==> src/rtl/mmio_clint.sv <==
// Core-local interruptor: prescaled 64-bit mtime, per-hart mtimecmp and msip,
// exposed as 32-bit registers with one-cycle registered request timing.
module mmio_clint #(
    parameter int NUM_HARTS = 1,
    parameter int PRESC_W   = 8,
    parameter int ADDR_W    = 6
) (
    input  logic                 clk,
    input  logic                 rst,

    input  logic                 IN_re,
    input  logic [ADDR_W-1:0]    IN_raddr,
    output logic [31:0]          OUT_rdata,

    input  logic                 IN_we,
    input  logic [ADDR_W-1:0]    IN_waddr,
    input  logic [31:0]          IN_wdata,
    input  logic [3:0]           IN_wmask,

    output logic                 OUT_rbusy,
    output logic                 OUT_wbusy,

    output logic [63:0]          OUT_mtime,
    output logic [NUM_HARTS-1:0] OUT_timerIrq,
    output logic [NUM_HARTS-1:0] OUT_softIrq
);

    localparam int CMP_BASE = 4 + NUM_HARTS;

    logic                 reReg;
    logic                 weReg;
    logic [ADDR_W-1:0]    raddrReg;
    logic [ADDR_W-1:0]    waddrReg;
    logic [31:0]          wdataReg;
    logic [3:0]           wmaskReg;

    logic [63:0]          mtime;
    logic [31:0]          hiShadow;
    logic [PRESC_W-1:0]   pcnt;
    logic [PRESC_W-1:0]   div;
    logic                 en;
    logic                 tick;

    logic [NUM_HARTS-1:0]        msip;
    logic [NUM_HARTS-1:0][63:0]  mtimecmp;

    logic [31:0]          bitMask;
    logic                 wrMtLo;
    logic                 wrMtHi;
    logic                 wrCtrl;
    logic [NUM_HARTS-1:0] wrMsip;
    logic [NUM_HARTS-1:0] wrCmpLo;
    logic [NUM_HARTS-1:0] wrCmpHi;
    logic                 rdMtLo;
    logic [31:0]          rdNext;

    assign OUT_rbusy   = 1'b0;
    assign OUT_wbusy   = 1'b0;
    assign OUT_mtime   = mtime;
    assign OUT_softIrq = msip;

    function automatic logic [31:0] mergeLanes(
        input logic [31:0] old,
        input logic [31:0] data,
        input logic [31:0] mask
    );
        mergeLanes = (old & ~mask) | (data & mask);
    endfunction

    // Request capture; everything else acts on these one edge later
    always_ff @(posedge clk or posedge rst) begin
        if (rst) begin
            reReg    <= 1'b1;
            weReg    <= 1'b1;
            raddrReg <= '0;
            waddrReg <= '0;
            wdataReg <= '0;
            wmaskReg <= '0;
        end else begin
            reReg    <= IN_re;
            weReg    <= IN_we;
            raddrReg <= IN_raddr;
            waddrReg <= IN_waddr;
            wdataReg <= IN_wdata;
            wmaskReg <= IN_wmask;
        end
    end

    assign bitMask = {{8{wmaskReg[3]}}, {8{wmaskReg[2]}},
                      {8{wmaskReg[1]}}, {8{wmaskReg[0]}}};

    always_comb begin
        wrMtLo  = 1'b0;
        wrMtHi  = 1'b0;
        wrCtrl  = 1'b0;
        wrMsip  = '0;
        wrCmpLo = '0;
        wrCmpHi = '0;
        if (!weReg) begin
            unique case (1'b1)
                (waddrReg == ADDR_W'(0)): wrMtLo = 1'b1;
                (waddrReg == ADDR_W'(1)): wrMtHi = 1'b1;
                (waddrReg == ADDR_W'(2)): wrCtrl = 1'b1;
                default: ;
            endcase
            for (int h = 0; h < NUM_HARTS; h++) begin
                wrMsip[h]  = (waddrReg == ADDR_W'(4 + h));
                wrCmpLo[h] = (waddrReg == ADDR_W'(CMP_BASE + 2*h));
                wrCmpHi[h] = (waddrReg == ADDR_W'(CMP_BASE + 2*h + 1));
            end
        end
    end

    assign tick = en && (pcnt == div);

    always_ff @(posedge clk or posedge rst) begin
        if (rst) begin
            pcnt <= '0;
        end else if (wrCtrl) begin
            pcnt <= '0;
        end else if (en) begin
            pcnt <= tick ? '0 : pcnt + 1'b1;
        end
    end

    always_ff @(posedge clk or posedge rst) begin
        if (rst) begin
            en  <= 1'b1;
            div <= '0;
        end else if (wrCtrl) begin
            if (wmaskReg[0])
                en <= wdataReg[0];
            div <= (div & ~bitMask[8 +: PRESC_W])
                 | (wdataReg[8 +: PRESC_W] & bitMask[8 +: PRESC_W]);
        end
    end

    // A software write to either half wins over the tick in that cycle
    always_ff @(posedge clk or posedge rst) begin
        if (rst) begin
            mtime <= '0;
        end else if (wrMtLo) begin
            mtime[31:0] <= mergeLanes(mtime[31:0], wdataReg, bitMask);
        end else if (wrMtHi) begin
            mtime[63:32] <= mergeLanes(mtime[63:32], wdataReg, bitMask);
        end else if (tick) begin
            mtime <= mtime + 64'd1;
        end
    end

    always_ff @(posedge clk or posedge rst) begin
        if (rst) begin
            mtimecmp <= '1;
            msip     <= '0;
        end else begin
            for (int h = 0; h < NUM_HARTS; h++) begin
                if (wrCmpLo[h])
                    mtimecmp[h][31:0] <=
                        mergeLanes(mtimecmp[h][31:0], wdataReg, bitMask);
                if (wrCmpHi[h])
                    mtimecmp[h][63:32] <=
                        mergeLanes(mtimecmp[h][63:32], wdataReg, bitMask);
                if (wrMsip[h] && wmaskReg[0])
                    msip[h] <= wdataReg[0];
            end
        end
    end

    always_ff @(posedge clk or posedge rst) begin
        if (rst) begin
            OUT_timerIrq <= '0;
        end else begin
            for (int h = 0; h < NUM_HARTS; h++)
                OUT_timerIrq[h] <= (mtime >= mtimecmp[h]);
        end
    end

    assign rdMtLo = !reReg && (raddrReg == ADDR_W'(0));

    always_comb begin
        rdNext = '0;
        unique case (1'b1)
            (raddrReg == ADDR_W'(0)): rdNext = mtime[31:0];
            (raddrReg == ADDR_W'(1)): rdNext = hiShadow;
            (raddrReg == ADDR_W'(2)): begin
                rdNext[0]            = en;
                rdNext[8 +: PRESC_W] = div;
            end
            (raddrReg == ADDR_W'(3)): begin
                rdNext[0 +: NUM_HARTS]  = OUT_timerIrq;
                rdNext[16 +: NUM_HARTS] = msip;
            end
            default: begin
                for (int h = 0; h < NUM_HARTS; h++) begin
                    if (raddrReg == ADDR_W'(4 + h))
                        rdNext = {31'b0, msip[h]};
                    if (raddrReg == ADDR_W'(CMP_BASE + 2*h))
                        rdNext = mtimecmp[h][31:0];
                    if (raddrReg == ADDR_W'(CMP_BASE + 2*h + 1))
                        rdNext = mtimecmp[h][63:32];
                end
            end
        endcase
    end

    // Low-word read snapshots the high word so a lo/hi pair is coherent
    always_ff @(posedge clk or posedge rst) begin
        if (rst) begin
            OUT_rdata <= '0;
            hiShadow  <= '0;
        end else begin
            if (!reReg)
                OUT_rdata <= rdNext;
            if (rdMtLo)
                hiShadow <= mtime[63:32];
        end
    end

endmodule

==> config.mk <==
export PLATFORM = sky130hd
export DESIGN_NAME = mmio_clint
export DESIGN_NICKNAME = d
export VERILOG_FILES = /design/src/rtl/mmio_clint.sv
export SDC_FILE = /design/constraint.sdc
export NUM_CORES = 1
export LEC_CHECK = 0
export BUFFER_PORTS_ARGS = -buffer_cell sky130_fd_sc_hd__clkbuf_2
export CORE_ASPECT_RATIO = 0.5
export CORE_MARGIN = 4
export CORE_UTILIZATION = 25
export CTS_BUF_LIST = sky130_fd_sc_hd__clkbuf_8
export DETAILED_ROUTE_END_ITERATION = 10
export GPL_TIMING_DRIVEN = 0
export MAX_ROUTING_LAYER = met4
export PLACE_DENSITY = 0.43
export SYNTH_ARGS = -nofsm -noshare
export SYNTH_HDL_FRONTEND = slang
export SYNTH_SLANG_ARGS = --single-unit
export TNS_END_PERCENT = 20
==> constraint.sdc <==
create_clock -name clk -period 8.1 [get_ports clk]
set_input_delay 1.62 -clock clk [delete_from_list [all_inputs] [get_ports clk]]
set_output_delay 1.62 -clock clk [all_outputs]
set_load 0.02 [all_outputs]
=== Yosys cells after proc, flatten, opt, wreduce, memory -nomap -nowiden ===
Index checks and enable logic that the tools add are counted.

* Output and inout bits: 100
* Logic and storage cells: 85
* Bits of input ports: 52
* Register bits: 261

* Add/sub/neg operators: 2
* Bitwise operators: 15
* Equality and inequality tests: 13
* Magnitude comparators: 1
* Multiplexer cells: 24
* Reductions and logical operators: 13

{| class="wikitable"
|+ Operator list
! cell !! number
|-
| 32-bit bitwise AND || 5
|-
| 32-bit two-way mux || 5
|-
| 32-bit bitwise OR || 4
|-
| 64-bit by 1-bit adder with 64-bit output, second input constant || 1
|-
| 64-bit greater-or-equal comparator || 1
|-
| 64-bit two-way mux || 1
|-
| 15-bit case mux with 3 select lines || 1
|-
| 6-bit by 3-bit == test with 1-bit output, second input constant || 6
|-
| 32-bit inverter || 1
|-
| 8-bit case mux with 4 select lines || 1
|-
| 8-bit two-way mux || 3
|-
| 7-bit case mux with 3 select lines || 1
|-
| 6-bit by 2-bit == test with 1-bit output, second input constant || 3
|-
| 8-bit bitwise AND || 2
|-
| 6-bit by 1-bit == test with 1-bit output, second input constant || 2
|-
| 6-bit zero test || 2
|-
| 1-bit two-way mux || 10
|-
| 8-bit by 1-bit adder with 8-bit output, second input constant || 1
|-
| 8-bit == test || 1
|-
| 8-bit inverter || 1
|-
| 8-bit bitwise OR || 1
|-
| 1-bit case mux with 4 select lines || 2
|-
| 2-bit AND reduction || 3
|-
| 2-bit nonzero test || 3
|-
| 5 further kinds || 7
|}

=== Longest topological paths before layout ===
Gate-level depths: netlist (run 1).

* Depth in word-level cells: 5
* Gate-level depth with buffers: 8
* Gate-level depth less buffers: 8

=== Worst setup path before layout (run 1) ===
OpenSTA, ideal clock, no wires.

* Path type: register -> register
* Start point: register (tool-made name)
* End point: register OUT_timerIrq
* Setup slack: 5871 ps
* Path buffers: 0
* Data required time: 7964 ps
* Clock period less this slack: 2229 ps
* Setup time: 136 ps
* Cell stages (with the launch flop): 9
* Arrival: 2094 ps
* Cell sequence: dfrtp_1 > inv_1 > ha_1 > nand2b_1 > a2111oi_0 > nor3_1 > o311a_1 > nor4_1 > a31oi_1

{| class="wikitable"
|+ RTL lines
! item !! RTL line !! text
|-
| end signal, assigned by index || 174 || <nowiki>OUT_timerIrq[h] <= (mtime >= mtimecmp[h]);</nowiki>
|-
| end, declared || 24 || <nowiki>output logic [NUM_HARTS-1:0] OUT_timerIrq,</nowiki>
|}

=== Final worst setup path (run 1) ===
* Start point: register raddrReg[1]
* End point: register OUT_rdata[7]

* Cells in the longest elaborated chain, start to end: 4
* Elaborated cells between the ends (all ways): 10
* Classes of those cells: 5 x eq/ne; 3 x mux; 2 x reduce/logical

{| class="wikitable"
|+ Ends and longest elaborated chain
! item !! RTL line !! text
|-
| start, declared || 32 || <nowiki>logic [ADDR_W-1:0] raddrReg;</nowiki>
|-
| start signal, assigned || 82 || <nowiki>raddrReg <= IN_raddr;</nowiki>
|-
| 6-bit by 3-bit == test with 1-bit output || 197 || <nowiki>if (raddrReg == ADDR_W'(CMP_BASE + 2*h))</nowiki>
|-
| 32-bit two-way mux || 197 ||
|-
| 32-bit two-way mux || 199 || <nowiki>if (raddrReg == ADDR_W'(CMP_BASE + 2*h + 1))</nowiki>
|-
| 7-bit case mux with 3 select lines * || 182 || <nowiki>unique case (1'b1)</nowiki>
|-
| end signal, assigned || 213 || <nowiki>OUT_rdata <= rdNext;</nowiki>
|-
| end, declared || 13 || <nowiki>output logic [31:0] OUT_rdata,</nowiki>
|}

Mark *: on every way between the ends. The rest lies on a longest branch, timed or not.
A chain may end at the register's enable or synchronous reset.

==> out/qor.yml, run 1 <==
yosysWarnings: 0
netlist.area_leader.share: 0.3522
final_nets: 1607
initialDrtViolationCount: 885
grt_pass1_vias: 11060
viasPerCell: 4.870
reg2reg_to: "OUT_rdata[7]"
grt_usage: 0.1712
drt_wl_total_um: 49870
cts_resized: 0
crit_path_frequent_cell: "buf_2"
wl_per_cell_um: 21.96
arrival_ns: 3.78
synth_edf_count: 0
skew_ns: 0.04210
place_congestion: 0.8352
fp-row-count: 60
dpl.hpwl_um: 37380
dr_total_vias: 11060
cts_buffers: 46
critPathSlowestCell: "nor3b_2"
fmaxAchievable_mhz: 307.9
synthFlopType: "dfrtp_1"
start_util: 0.2546
cts.clk_slew.worst_paths_ns: 0.06
clockBufferDepth: 3
hold_depth: 2
crit_chain: "buf_2 -> nor4b_4 -> nor3b_2 -> buf_2 -> a22oi_1 -> o21ai_0 -> mux2_2"
min_period_ns: 3.248
portBuffers: 149
fin_cells: 2271
setup_viol: 0
cp_data_required_time_ns: 8.63
ys_top_cells_by_area: "dfrtp_1 (35%), dfstp_2 (13%), mux2_2 (11%), ha_1 (6.0%), a22oi_1 (3.1%)"
cts_num_sinks: 261
seq_area_frac_synth: 0.4799
slew_violations: 0
maxSlewHeadroom: 0.2032
yosys.cell_types.count: 78
ir_drop_uv: 89.78
io_pins: 152
antenna_found_initial: 3
slowest_delay_ns: 1.05
r2r_slack_ns: 4.85
synth.avg_cell_area_um2: 10.73
reg2reg_from: "raddrReg[1]"
postCtsSetupBuffers: 0
grt_overflow: 0
synth_area_mm2: 0.01378
drc_errors: 0
outcome: "complete, no violations"
powerDensity_mw_per_mm2: 203.9
leakage_nw: 7.301
dieArea_mm2: 0.05918
tightest_slew_ns: 1.190
reg2regPathDepth: 7
area_growth_pct: 19.64
grt_max_degree: 40
synthArstFlopShare: 1.000
crit_cells: 7
synth_area_leader_cell: "dfrtp_1"
endpoint: "OUT_rdata[7]"
cts_tree: "done"
worstSetupPathType: "flip-flop to flip-flop"
critPathLaunch: "raddrReg[1]"
end_kind: "flip-flop"
rsz0062_at_grt: "no"
post-route-period-util: 0.4010
synthCells: 1284
cp_top_family: "simple AND/OR/NAND/NOR gates"
fin_total_pwr_mw: 3.363
timing.critical_path.buf_inv: 2
hp-class: "flip-flop to flip-flop"
start_kind: "flip-flop"
placedCellCount: 2185
fp.dieH_um: 174.0
drive_above_1_share: 0.3198
finalHoldViolations: 0
fp.coreArea_mm2: 0.05413
h-tree-depth: 2
cp_max_fo: 10
grt_pass1_wl_um: 74580
synth-seq-cells: 261
antenna_left: 0
cts.hold.buffers_added: 0
dr.pass1.iters: 7
setup_tns_ns: 0
dieWidth_um: 340.1
drv_cap: 0
clk_latency_ns: 0.60
root_buffer: "clkbuf_8"
worst register-to-register path, stage by stage (launching register included):
cell and delay, ns:
dfrtp_1 0.36, buf_2 0.17, nor4b_4 0.52, nor3b_2 1.05, buf_2 0.48, a22oi_1 0.12
o21ai_0 0.28, mux2_2 0.21
how the worst min path moves through the flow:
stage                 startpoint            to  slack, ns
floorplan            hiShadow[0]   hiShadow[0]       0.45
global placement    OUT_rdata[0]  OUT_rdata[0]       0.47
detailed placement  OUT_rdata[0]  OUT_rdata[0]       0.47
CTS                 OUT_rdata[0]  OUT_rdata[0]       0.49
global route        hiShadow[24]  hiShadow[24]       0.51
finish              OUT_rdata[0]  OUT_rdata[0]       0.48
report_power, final:
group | switching [mW] | leakage [nW] | internal [mW]
clock network | 0.598 | 0.540 | 0.619
logic | 0.335 | 3.51 | 0.227
registers | 0.166 | 3.25 | 1.42
cells by family (layout without fill, tap and decap cells):
family	count (synthesis)	count (layout)	synth area share
simple gates	382	382	0.1542
compound gates	273	273	0.1322
flops	261	261	0.4799
mux	151	151	0.1222
buf+inv	135	376	0.04121
fa+ha+maj	66	66	0.05991
xor+xnor	15	15	0.01008
other cells	1	3	0.0002721
stage by stage:
step                      area, um2  setup slack [ns]  utilization  hold WS (ns)
after CTS                     16490             4.889       0.3046        0.4863
after global placement        15470            0.9910       0.2858        0.4681
after floorplan               13790             3.093            -        0.4502
after global routing          16490             4.773       0.3047        0.5098
after detailed placement      15610             4.766       0.2884        0.4727
final                         16490             4.852       0.3047        0.4828
cell usage after synthesis, types with 22 or more instances:
| cell type | number |
|---|---|
| nor3_1 | 46 |
| a21oi_1 | 46 |
| buf_2 | 22 |
| nand3_1 | 35 |
| and3_1 | 26 |
| a211oi_1 | 31 |
| dfstp_2 | 67 |
| nor2_1 | 83 |
| ha_1 | 66 |
| a22oi_1 | 56 |
| clkbuf_1 | 29 |
| mux2_2 | 138 |
| nand4_1 | 22 |
| nand2_1 | 82 |
| o21ai_0 | 56 |
| dfrtp_1 | 194 |
| inv_1 | 75 |
cell usage in the layout, fill, tap and decap left out, types with 13 or more instances in the layout:
cell	synthesis	layout
dfrtp_1	194	194
clkbuf_2	0	149
mux2_2	138	138
inv_1	75	98
nor2_1	83	83
nand2_1	82	82
dfstp_2	67	67
ha_1	66	66
o21ai_0	56	56
a22oi_1	56	56
clkbuf_8	0	52
a21oi_1	46	46
nor3_1	46	46
nand3_1	35	35
a211oi_1	31	31
clkbuf_1	29	29
and3_1	26	26
buf_2	22	22
nand4_1	22	22
o22ai_1	16	16
and4_1	14	14
mux2i_1	13	13
layout make-up:
type | count | area, um2
diodes | 1 | 2.502
plain buffers | 60 | 286.5
clock buffers | 52 | 715.7
clock inverters | 33 | 165.2
fillers | 5703 | 37640
inverters | 75 | 285.3
multi-input cells | 889 | 6604
flip-flops and latches | 261 | 6615
well taps | 744 | 930.9
repair buffers | 156 | 885.9
routing by layer:
layer  part of all wire  track usage  wire length [um]  vias up
met5                  0            -                 0        -
met4              0.023      0.04224              1138        0
met3              0.056      0.03014              2811       74
met2               0.46       0.2682             22880      287
met1               0.46       0.2303             23030     5539
li1                   -            -                 -     5159
No activity file was read; power rests on OpenSTA's default activity.
==> inputs of run 2 (changes only) <==
--- a/config.mk
+++ b/config.mk
@@ -13,7 +13,7 @@
 export DETAILED_ROUTE_END_ITERATION = 10
 export GPL_TIMING_DRIVEN = 0
 export MAX_ROUTING_LAYER = met4
-export PLACE_DENSITY = 0.43
+export PLACE_DENSITY = 0.42
 export SYNTH_ARGS = -nofsm -noshare
 export SYNTH_HDL_FRONTEND = slang
 export SYNTH_SLANG_ARGS = --single-unit
==> constraint.sdc (replaced) <==
create_clock -name clk -period 3.3 [get_ports clk]
set_input_delay 0.66 -clock clk [delete_from_list [all_inputs] [get_ports clk]]
set_output_delay 0.66 -clock clk [all_outputs]
set_load 0.02 [all_outputs]
==> run 2 against run 1 <==
  * Sequential power increased by 150%
  * Wire length increased by 0.72%
  * Global-route usage increased by 0.13 points
  * Largest cell class unchanged
  * Setup slack got worse by 4.7 ns
  * Count of clock-buffer cells in the layout increased by 5
  * Critical path type unchanged
  * Sequential share of layout area decreased by 0.21 points
  * Cell count about the same
  * Maximum frequency increased by 4.1%
  * Power increased to 2.5 times the previous value
  * Design area increased by 0.53%
  * Critical path depth unchanged
  * Critical endpoint is now OUT_rdata[18]
  * Clock power increased to 2.6 times the previous value
==> out/qor.yml, run 2 (same netlist as run 1, synthesis figures left out) <==
outcome: "complete, no violations"
finalHoldViolations: 0  # unchanged
cp_top_family: "simple AND/OR/NAND/NOR gates"
finish.utilization: 0.3063  # +0.001619
timing.critical_path.buf_inv: 2  # unchanged
slowest_delay_ns: 1.00  # -0.05 ns
start_kind: "flip-flop"
portBuffers: 149  # unchanged
cts_tree: "done"
cts.hold.buffers_added: 0  # unchanged
hp-class: "primary input to flip-flop"
p_sw_frac: 0.3195  # -0.007266
end_kind: "flip-flop"
cp_max_fo: 10  # unchanged
antenna_found_initial: 5  # +2
area_growth_pct: 20.28
final_common_cell: "dfrtp_1"
arrival_ns: 3.65  # -0.13 ns
drv_cap: 0  # unchanged
maxSlewHeadroom: 0.2271  # +0.02390
dieArea_mm2: 0.05918  # unchanged
drive_above_1_share: 0.3268  # +0.006994
postCtsSetupBuffers: 0  # unchanged
rsz0062_at_grt: "no"
fmaxAchievable_mhz: 320.3  # +4.1%
grt_pass1_wl_um: 75220  # +0.87%
worstSetupPathType: "flip-flop to flip-flop"
hold_slack_ns: 0.1517  # -0.3311 ns
p_int_mw: 5.762  # +150%
cts_num_sinks: 261  # unchanged
fp.coreArea_mm2: 0.05413  # unchanged
clkPwrFrac: 0.377  # +0.015
worst_slack_ns: 0.1784  # -4.673 ns
grt_max_degree: 40  # unchanged
setup_tns_ns: 0  # unchanged
tightest_slew_ns: 1.154  # -0.03570 ns
fp-row-count: 60  # unchanged
power_frac_comb: 0.163  # -0.004
p_switching_mw: 2.705  # +150%
powerDensity_mw_per_mm2: 510.7  # +150%
final_cell_mix: "dfrtp_1 (194), clkbuf_2 (149), mux2_2 (138), inv_1 (88), nor2_1 (83)"
cts_resized: 0  # unchanged
dr.pass1.iters: 5  # -2
place_congestion: 0.8480  # +1.5%
ir_drop_uv: 185.0  # +110%
seqPwrFrac: 0.460  # -0.011
clockBufferDepth: 3  # unchanged
dpl.hpwl_um: 37680  # +0.82%
fin_total_pwr_mw: 8.466  # +150%
min_period_ns: 3.122  # -0.1267 ns
crit_chain: "buf_2 -> nor4b_4 -> nor3b_2 -> buf_2 -> a22oi_1 -> o21ai_0 -> mux2_2"
cts_buffers: 46  # unchanged
nFillCells: 5710  # +0.12%
grt_overflow: 0  # unchanged
start_util: 0.2546  # unchanged
setup_viol: 0  # unchanged
leakage_nw: 7.325  # +0.33%
antenna_left: 0  # unchanged
dieWidth_um: 340.1  # unchanged
root_buffer: "clkbuf_8"
post-place-ws_ns: 0.1665  # -4.599 ns
grt_pass1_vias: 11190  # +1.1%
viasPerCell: 4.902  # +0.66%
critPathSlowestCell: "nor3b_2"
skew_ns: 0.03236  # -0.009748 ns
h-tree-depth: 2  # unchanged
post-route-period-util: 0.9459  # +0.5449
dr_total_vias: 11140  # +0.75%
crit_path_frequent_cell: "buf_2"
io_pins: 152  # unchanged
cts.clk_slew.worst_paths_ns: 0.06  # about the same
wl_per_cell_um: 22.10  # +0.63%
final_nets: 1607  # unchanged
cp_data_required_time_ns: 3.83  # -4.80 ns
drt_wl_total_um: 50220  # +0.72%
slew_violations: 0  # unchanged
drc_errors: 0  # unchanged
fp.dieH_um: 174.0  # unchanged
grt_usage: 0.1725  # +0.001286
initialDrtViolationCount: 861  # -2.7%
clk_latency_ns: 0.59  # about the same
## run 2: cell types whose count changed in the layout (fill, tap and decap cells not counted), sizes merged
| cell | before | now |
|---|---|---|
| clkbuf | 230 | 235 |
| diode | 1 | 2 |
| bufinv | 1 | 2 |
| inv | 98 | 88 |
| clkinv | 6 | 13 |
| clkinvlp | 3 | 1 |
## run 2: final timing paths
path / from / cells past startpoint / slack (ns) / end
max in group asynchronous: rst / 5 / 1.89 / weReg
worst max-delay path: raddrReg[1] / 7 / 0.18 / OUT_rdata[18]
worst max register to register: raddrReg[1] / 7 / 0.18 / OUT_rdata[18]
min in group asynchronous: rst / 2 / 0.19 / hiShadow[28]
worst min-delay path: IN_re / 1 / 0.15 / reReg
worst min register to register: OUT_rdata[0] / 2 / 0.48 / OUT_rdata[0]
## run 2: metrics by stage
stage	instance area (um2)	cells
global placement	15470	2178
floorplan	13790	1285
detailed placement	15610	2185
global route	16580	2273
CTS	16570	2271
finish	16580	2273
## run 2: power by group through the flow
stage	Sequential, mW	Combinational [mW]	Clock (mW)
after floorplan	3.89	0.802	0
after global placement	3.96	1.36	0
after detailed placement	3.95	1.39	0
after CTS	3.90	1.39	3.31
after global routing	3.93	1.55	3.44
final	3.89	1.38	3.19
## run 2: cell type report
class | instances | area (um2) | share of cell area
antenna | 2 | 5.005 | 0.0003019
multi-input combinational | 889 | 6604 | 0.3983
tap | 744 | 930.9 | 0.05615
timing repair buffer | 156 | 885.9 | 0.05343
inverter | 75 | 285.3 | 0.01721
clock inverter | 29 | 181.4 | 0.01094
clock buffer | 57 | 784.5 | 0.04732
sequential | 261 | 6615 | 0.3990
buffer | 60 | 286.5 | 0.01728
## run 2: routing by layer
| layer | routed length, um | part of all wire | GRT usage | up-vias |
|---|---|---|---|---|
| met3 | 2116 | 0.042 | 0.02654 | 84 |
| met1 | 23960 | 0.48 | 0.2352 | 5616 |
| li1 | - | - | - | 5174 |
| met4 | 1493 | 0.030 | 0.05307 | 0 |
| met5 | 0 | 0 | - | - |
| met2 | 22660 | 0.45 | 0.2641 | 268 |
==> inputs of run 3 (changes only) <==
--- a/config.mk
+++ b/config.mk
@@ -14,6 +14,7 @@
 export GPL_TIMING_DRIVEN = 0
 export MAX_ROUTING_LAYER = met4
 export PLACE_DENSITY = 0.42
+export RECOVER_POWER = 50
 export SYNTH_ARGS = -nofsm -noshare
 export SYNTH_HDL_FRONTEND = slang
 export SYNTH_SLANG_ARGS = --single-unit
==> run 3 against run 2 <==
  * The flow now finishes with violations (max-capacitance violations)
  * Combinational power hardly changed
  * Sequential share of layout area rose by 0.15 points
  * Largest cell class unchanged
  * Worst hold slack got worse by 0.0025 ns
==> out/qor.yml, run 3 (same netlist as run 1, synthesis figures left out) <==
outcome: "finished with violations"
failed_checks: "max-capacitance violations"
grt_pass1_wl_um: 75220  # unchanged
powerDensity_mw_per_mm2: 511.6  # +0.18%
drive_above_1_share: 0.3215  # -0.005239
final_nets: 1607  # unchanged
cp_max_fo: 10  # unchanged
reg2regPathDepth: 7  # unchanged
setup_viol: 0  # unchanged
cts_tree: "done"
post-route-period-util: 0.9565  # +0.01054
antenna_found_initial: 5  # unchanged
ir_drop_uv: 184.0  # -0.53%
clk_latency_ns: 0.59  # about the same
final_common_cell: "dfrtp_1"
wl_per_cell_um: 22.11  # about the same
crit_chain: "buf_2 -> nor4b_4 -> nor3b_2 -> buf_2 -> a22oi_1 -> o21ai_0 -> mux2_2"
grt_overflow: 0  # unchanged
rsz0062_at_grt: "no"
drc_errors: 0  # unchanged
dr_total_vias: 11090  # -0.47%
viasPerCell: 4.879  # -0.47%
fp-row-count: 60  # unchanged
postCtsSetupBuffers: 0  # unchanged
slew_violations: 0  # unchanged
cts_num_sinks: 261  # unchanged
timing.critical_path.buf_inv: 2  # unchanged
drv_cap: 1  # +1
grt_max_degree: 40  # unchanged
fmaxAchievable_mhz: 316.8  # -1.1%
root_buffer: "clkbuf_8"
h-tree-depth: 2  # unchanged
dpl.hpwl_um: 37680  # unchanged
min_period_ns: 3.156  # +0.03477 ns
design_area_mm2: 0.01652  # -0.37%
crit_cells: 7  # unchanged
cp_data_required_time_ns: 3.83  # about the same
skew_ns: 0.03411  # +0.001758 ns
cts.clk_slew.worst_paths_ns: 0.06  # about the same
arrival_ns: 3.68  # +0.03 ns
worstSetupPathType: "flip-flop to flip-flop"
place_congestion: 0.8480  # unchanged
cp_top_family: "simple AND/OR/NAND/NOR gates"
cts_buffers: 46  # unchanged
placed_area_mm2: 0.01561  # unchanged
finish.utilization: 0.3052  # -0.001133
cts.hold.buffers_added: 0  # unchanged
leakage_nw: 7.292  # -0.44%
area_growth_pct: 19.83
slowest_delay_ns: 1.01  # about the same
dieWidth_um: 340.1  # unchanged
hp-class: "primary input to flip-flop"
fp.dieH_um: 174.0  # unchanged
cts_resized: 0  # unchanged
tightest_slew_ns: 1.484  # +0.3298 ns
final_cell_mix: "dfrtp_1 (194), clkbuf_2 (144), mux2_2 (138), inv_1 (88), nor2_1 (83)"
dr.pass1.iters: 6  # +1
clockBufferDepth: 3  # unchanged
drt_wl_total_um: 50250  # about the same
hold_depth: 1  # unchanged
crit_path_frequent_cell: "buf_2"
antenna_left: 0  # unchanged
end_kind: "flip-flop"
start_util: 0.2546  # unchanged
initialDrtViolationCount: 792  # -8.0%
grt_pass1_vias: 11190  # unchanged
finalHoldViolations: 0  # unchanged
dieArea_mm2: 0.05918  # unchanged
fp.coreArea_mm2: 0.05413  # unchanged
maxSlewHeadroom: 0.005203  # -0.2219
portBuffers: 149  # unchanged
io_pins: 152  # unchanged
start_kind: "flip-flop"
critPathSlowestCell: "nor3b_2"
grt_usage: 0.1725  # unchanged
## run 3: cell count changes in the layout (fill, tap and decap cells not counted), sizes merged
cell | previous run | this run
clkbuf | 235 | 238
dlymetal6s4s | 0 | 1
buf | 38 | 34
## run 3: metrics by stage
step | worst slack [ns] | std cells | total power [mW] | setup TNS (ns) | hold WS (ns)
6_report | 0.1436 | 2273 | 8.451 | 0 | 0.1491
3_5_place_dp | 0.1665 | 2185 | 5.340 | 0 | 0.4737
3_3_place_gp | -2.841 | 2178 | 5.318 | -632.99 | 0.4670
2_1_floorplan | -0.7469 | 1285 | 4.689 | -144.89 | 0.4502
5_1_grt | 0.05761 | 2273 | 8.910 | 0 | 0.1121
4_1_cts | 0.1489 | 2271 | 8.605 | 0 | 0.1025
## run 3: routing by layer
layer	vias to the layer above	share of wire	track usage
li1	5178	-	-
met1	5555	0.47	0.2352
met2	273	0.45	0.2641
met3	84	0.045	0.02654
met4	0	0.030	0.05307
met5	-	0	-
## run 3: cell type report
cell class / instances / area (um2)
repair buffers: 156 / 827.0
fillers: 5719 / 37610
well taps: 744 / 930.9
flip-flops and latches: 261 / 6615
clock inverters: 29 / 181.4
multi-input cells: 889 / 6604
plain buffers: 60 / 286.5
clock buffers: 57 / 784.5
inverters: 75 / 282.8
diodes: 2 / 5.005
## run 3: worst paths after layout
check | startpoint | endpoint | slack (ns)
min in group asynchronous | rst | hiShadow[26] | 0.39
worst max register to register | raddrReg[1] | OUT_rdata[18] | 0.14
worst max-delay path | raddrReg[1] | OUT_rdata[18] | 0.14
worst min register to register | OUT_rdata[0] | OUT_rdata[0] | 0.48
max in group asynchronous | rst | asynchronous set/reset pin | 0.52
worst min-delay path | IN_re | reReg | 0.15
## run 3: power by group
part | leakage [nW] | internal, mW | switching (mW)
sequential | 3.25 | 3.48 | 0.414
clock | 0.564 | 1.72 | 1.46
combinational | 3.48 | 0.548 | 0.825
## run 3: worst register-to-register path, stage by stage (launching register included)
cell and delay, ns:
dfrtp_1 0.36, buf_2 0.17, nor4b_4 0.44, nor3b_2 1.01, buf_2 0.49, a22oi_1 0.14
o21ai_0 0.29, mux2_2 0.20
